===== config.mk =====
export PLATFORM = sky130hd
export DESIGN_NAME = mult_rr_scheduler
export DESIGN_NICKNAME = d
export VERILOG_FILES = /design/src/rtl/mult_rr_scheduler.sv
export SDC_FILE = /design/constraint.sdc
export NUM_CORES = 1
export LEC_CHECK = 0
export CORE_AREA = 2 2 191 193
export DETAILED_ROUTE_END_ITERATION = 10
export DIE_AREA = 0 0 193 195
export GPL_TIMING_DRIVEN = 0
export SKIP_CTS_REPAIR_TIMING = 1
export SLEW_MARGIN = 20
export SYNTH_ARGS = -nofsm -noshare
export SYNTH_HDL_FRONTEND = slang
export SYNTH_SLANG_ARGS = --single-unit

===== constraint.sdc =====
create_clock -name clk -period 5.9 [get_ports clk]
set_input_delay 0.59 -clock clk [delete_from_list [all_inputs] [get_ports clk]]
set_output_delay 0.59 -clock clk [all_outputs]
set_load 0.01 [all_outputs]

===== src/rtl/mult_rr_scheduler.sv =====
// Round-robin front end that shares one multi-cycle generic_mult between N_REQ requesters.
// One operation in flight; results return with the requester id on a valid/ready port.
module mult_rr_scheduler #(
    parameter int N_REQ         = 4,
    parameter int MAX_PRECISION = 32,
    parameter int TIMEOUT       = 64,
    localparam int ID_W         = $clog2(N_REQ)
) (
    input  logic                         clk,
    input  logic                         rst_n,
    input  logic [N_REQ-1:0]             req_valid,
    input  logic [6*N_REQ-1:0]           req_precision,
    input  logic [MAX_PRECISION*N_REQ-1:0] req_jia,
    input  logic [MAX_PRECISION*N_REQ-1:0] req_yi,
    output logic [N_REQ-1:0]             req_ready,
    output logic                         rsp_valid,
    input  logic                         rsp_ready,
    output logic [ID_W-1:0]              rsp_id,
    output logic [2*MAX_PRECISION-1:0]   rsp_zi,
    output logic                         rsp_err,
    output logic                         m_en,
    output logic [5:0]                   m_precision,
    output logic [MAX_PRECISION-1:0]     m_jia,
    output logic [MAX_PRECISION-1:0]     m_yi,
    output logic                         m_valid,
    input  logic [2*MAX_PRECISION-1:0]   m_zi,
    input  logic                         m_ready
);
    localparam int CNT_W = $clog2(TIMEOUT + 1);

    typedef enum logic [1:0] {IDLE, BUSY, RESP} state_t;

    state_t            state, state_nxt;
    logic [ID_W-1:0]   rr_ptr, win_id, cap_id;
    logic              win_found, prec_ok, mult_done, mult_to;
    logic [5:0]        win_prec;
    logic [CNT_W-1:0]  cnt;
    logic [2*MAX_PRECISION-1:0] zi_q;
    logic              err_q;

    // Scan from highest offset down so the lowest offset from rr_ptr wins.
    always_comb begin
        int idx;
        win_found = 1'b0;
        win_id    = '0;
        for (int i = N_REQ - 1; i >= 0; i--) begin
            idx = int'(rr_ptr) + i;
            if (idx >= N_REQ) idx = idx - N_REQ;
            if (req_valid[idx]) begin
                win_found = 1'b1;
                win_id    = ID_W'(idx);
            end
        end
    end

    assign win_prec = req_precision[win_id*6 +: 6];
    assign prec_ok  = (win_prec == 6'd4) || (win_prec == 6'd8) ||
                      (win_prec == 6'd16) || (win_prec == 6'd32);

    // First BUSY cycle ignores m_ready so a stale ready from the last op is not taken.
    assign mult_done = (cnt != '0) && m_ready;
    assign mult_to   = !mult_done && (cnt == CNT_W'(TIMEOUT - 1));

    always_comb begin
        state_nxt = state;
        req_ready = '0;
        rsp_valid = 1'b0;
        m_en      = 1'b0;
        m_valid   = 1'b0;
        case (state)
            IDLE: begin
                if (win_found && rst_n) begin
                    req_ready[win_id] = 1'b1;
                    state_nxt = prec_ok ? BUSY : RESP;
                end
            end
            BUSY: begin
                m_en    = 1'b1;
                m_valid = 1'b1;
                if (mult_done || mult_to) state_nxt = RESP;
            end
            RESP: begin
                rsp_valid = 1'b1;
                if (rsp_ready) state_nxt = IDLE;
            end
            default: state_nxt = IDLE;
        endcase
    end

    always_ff @(posedge clk or negedge rst_n) begin
        if (!rst_n) begin
            state       <= IDLE;
            rr_ptr      <= '0;
            cap_id      <= '0;
            m_precision <= '0;
            m_jia       <= '0;
            m_yi        <= '0;
            zi_q        <= '0;
            err_q       <= 1'b0;
            cnt         <= '0;
        end else begin
            state <= state_nxt;
            case (state)
                IDLE: begin
                    if (win_found) begin
                        cap_id <= win_id;
                        zi_q   <= '0;
                        err_q  <= !prec_ok;
                        cnt    <= '0;
                        // A bad precision never reaches the multiplier pins.
                        if (prec_ok) begin
                            m_precision <= win_prec;
                            m_jia       <= req_jia[win_id*MAX_PRECISION +: MAX_PRECISION];
                            m_yi        <= req_yi[win_id*MAX_PRECISION +: MAX_PRECISION];
                        end
                    end
                end
                BUSY: begin
                    if (mult_done) begin
                        zi_q  <= m_zi;
                        err_q <= 1'b0;
                    end else if (mult_to) begin
                        zi_q  <= '0;
                        err_q <= 1'b1;
                    end else begin
                        cnt <= cnt + CNT_W'(1);
                    end
                end
                RESP: begin
                    if (rsp_ready)
                        rr_ptr <= (cap_id == ID_W'(N_REQ - 1)) ? '0 : cap_id + ID_W'(1);
                end
                default: ;
            endcase
        end
    end

    assign rsp_id  = cap_id;
    assign rsp_zi  = zi_q;
    assign rsp_err = err_q;
endmodule


==> flow_metrics.tcl <==
set metrics [dict create \
    drt-initial-drc-count 558 \
    fin_hold_ws_ns 0.132 \
    cts_tree "built" \
    reg2reg_slack_ns 2.50 \
    worstPathRequired_ns 5.31 \
    arrival_ns 3.28 \
    grt_overflow 0 \
    viasPerCell 4.98 \
    synth_top_area_share_pct 42.5 \
    dieArea_sq_um 37600 \
    setup_viol 0 \
    syn_to_final_growth_pct 69.9 \
    total_leakage_power_nw 6.13 \
    yosysSeqAreaShare_pct 42.5 \
    fp.dieW_um 193 \
    grt_max_degree 82 \
    synth_fp_nets 1402 \
    critPathMaxFanout 10 \
    vdd_drop_max_uv 227 \
    initial_core_util_pct 24.6 \
    drive_gt1_share_pct 4.83 \
    post-route-util_pct 41.8 \
    synthArstFlopShare_pct 100 \
    hold_class "in -> async" \
    rows 69 \
    postSynthCellCount 1047 \
    cp_num_buf_inv 3 \
    maxCapViolations 0 \
    crit_type "in -> out" \
    nets 1914 \
    clkSinkCount 148 \
    route.vias.total 10100 \
    htree_levels 4 \
    crit_chain "clkdlybuf4s50_1 > nor4_1 > a21oi_1 > o21ai_1 > nor2_1 > clkbuf_1 > nand2_1 > nor2_1 > clkdlybuf4s50_1" \
    diodes 0 \
    antenna_found_initial 0 \
    period_share_pct 65.5 \
    worstSetupEndpointType "primary output" \
    rsz0062_at_grt "false" \
    drv_slew 0 \
    dpl.cell_count 2001 \
    period_needed_ns 3.87 \
    hpwl_um 32800 \
    cp-start-kind "primary input" \
    instances_no_fill 2033 \
    dieHeight_um 195 \
    grt_usage_pct 21.5 \
    yosysUniqueCellTypes 55 \
    wirelength_um 42300 \
    netlist_top_cells_area "dfrtp_1, nand2_1, a22o_1" \
    antenna_left 0 \
    gp_routability_congestion 0.902 \
    synth_edf_count 0 \
    fmax_mhz 259 \
    cts-root-buf "clkbuf_16" \
    io_pins 496 \
    cp_slowest_stage_delay_ns 0.61 \
    yosysTopAreaCell "dfrtp_1" \
    finalPower_w 0.00545 \
    synth_top_flop_cell "dfrtp_1" \
    timing_hold_violations_final 0 \
    clk_latency_ns 0.44 \
    cts_buffers 17 \
    cp_top_family "buffers and inverters" \
    syn_area_per_cell_sq_um 8.32 \
    worst_slew_pin_slew_ns 0.929 \
    ys_warn_count 0 \
    dr.pass1.iters 5 \
    synth_seq_cells 148 \
    slowest_stage "clkdlybuf4s50_1" \
    clockBufferDepth 2 \
    grt_pass1_vias 10100 \
    p_per_area_nw_per_um2 368 \
    fillCellCount 3563 \
    skew_ns 0.0102 \
    wl_per_cell_um 20.8 \
    remaining_drc_errors 0 \
    io_buffers 492 \
    clk_pin_slew_ns 0.07 \
    grt_pass1_wl_um 60700 \
    maxSlewHeadroom_pct 38.1 \
    syn_area_sq_um 8710 \
    core_area_sq_um 35400 \
    outcome "completed" \
]
## sequential cells by signal, indices dropped and copies added, names as in the netlist
| name | flops |
|---|---|
| rsp_id | 2 |
| cnt | 7 |
| m_yi | 32 |
| m_precision | 6 |
| rr_ptr | 2 |
| rsp_zi | 64 |
| state | 2 |
| m_jia | 32 |
| rsp_err | 1 |
## worst paths after layout
check | start | endpoint | cells after the start
max | req_valid[3] | req_ready[0] | 9
min | rst_n | m_jia[20] | 1
max reg2reg | cnt[0] | m_jia[26] | 11
min reg2reg | rsp_zi[31] | rsp_zi[31] | 1
max in group asynchronous | rst_n | rsp_zi[51] | 2
min in group clk | rsp_zi[31] | rsp_zi[31] | 1
## cell type report
cell class | count | area [sq um] | area share, %
plain buffers | 109 | 533 | 3.60
clock buffers | 19 | 443 | 2.99
clock inverters | 13 | 115 | 0.777
inverters | 12 | 45.0 | 0.304
multi-input cells | 778 | 4430 | 29.9
flip-flops and latches | 148 | 3700 | 25.0
well taps | 461 | 577 | 3.90
repair buffers | 493 | 4960 | 33.5
## placed cells by master, fill, tap and decap left out, types with 6 or more instances in the layout
master / instances
clkdlybuf4s50_1: 491
nand2_1: 336
dfrtp_1: 148
clkbuf_1: 72
nand3_1: 68
o31ai_1: 68
o22ai_1: 65
o211ai_1: 64
a22o_1: 64
nor2_1: 20
clkbuf_16: 17
a21oi_1: 14
mux2i_1: 14
buf_6: 12
inv_1: 12
buf_2: 12
buf_1: 9
o21ai_0: 6
## power breakdown
group,internal [W],switching [W]
Clock,0.000564,0.000492
Combinational,0.00120,0.00182
Sequential,0.00123,0.000143
## metrics by stage
step	setup slack (ns)	TNS [ns]	instance area, sq um
floorplan	2.95	0	8710
global placement	-2.42	-347.65	14200
detailed placement	1.98	0	14200
CTS	2.00	0	14800
global route	1.75	0	14800
finish	2.03	0	14800
## synthesized netlist by cell type (all sizes together), types with 4 or more instances
library cell  instances
inv                  12
nor2                 20
a22o                 64
o31ai                68
nand2               336
nand3                69
o21ai                 8
dfrtp               148
a21oi                14
o211ai               64
o22ai                65
mux2i                16
buf                  38
mux2                  4
clkbuf               71
## layer usage
layer	GRT usage, %	up-vias	wire [um]
met3	5.98	62	3580
met4	8.64	0	1460
met2	37.3	466	20500
met1	24.9	4794	16800
met5	0	-	0
li1	-	4805	-
## cell families (layout without fill, tap and decap cells)
family,after synthesis,after routing,synth area share (%)
flops,148,148,42.5
xor+xnor,5,5,0.503
buf+inv,121,646,6.63
simple gates,443,443,20.9
fa+ha+maj,3,3,0.431
compound gates,307,307,26.4
mux,20,20,2.54
## worst reg2reg max path, cell delays in order, from the launching register on
cell	delay [ns]
dfrtp_1	0.43
inv_1	0.08
ha_1	0.13
or4b_1	0.43
o31a_1	0.27
o21ai_1	0.26
nor2_1	0.14
clkbuf_1	0.30
nand3_2	0.34
clkbuf_1	0.64
o31ai_1	0.15
o22ai_1	0.15
Note: power is estimated with default switching activity, not from simulation.
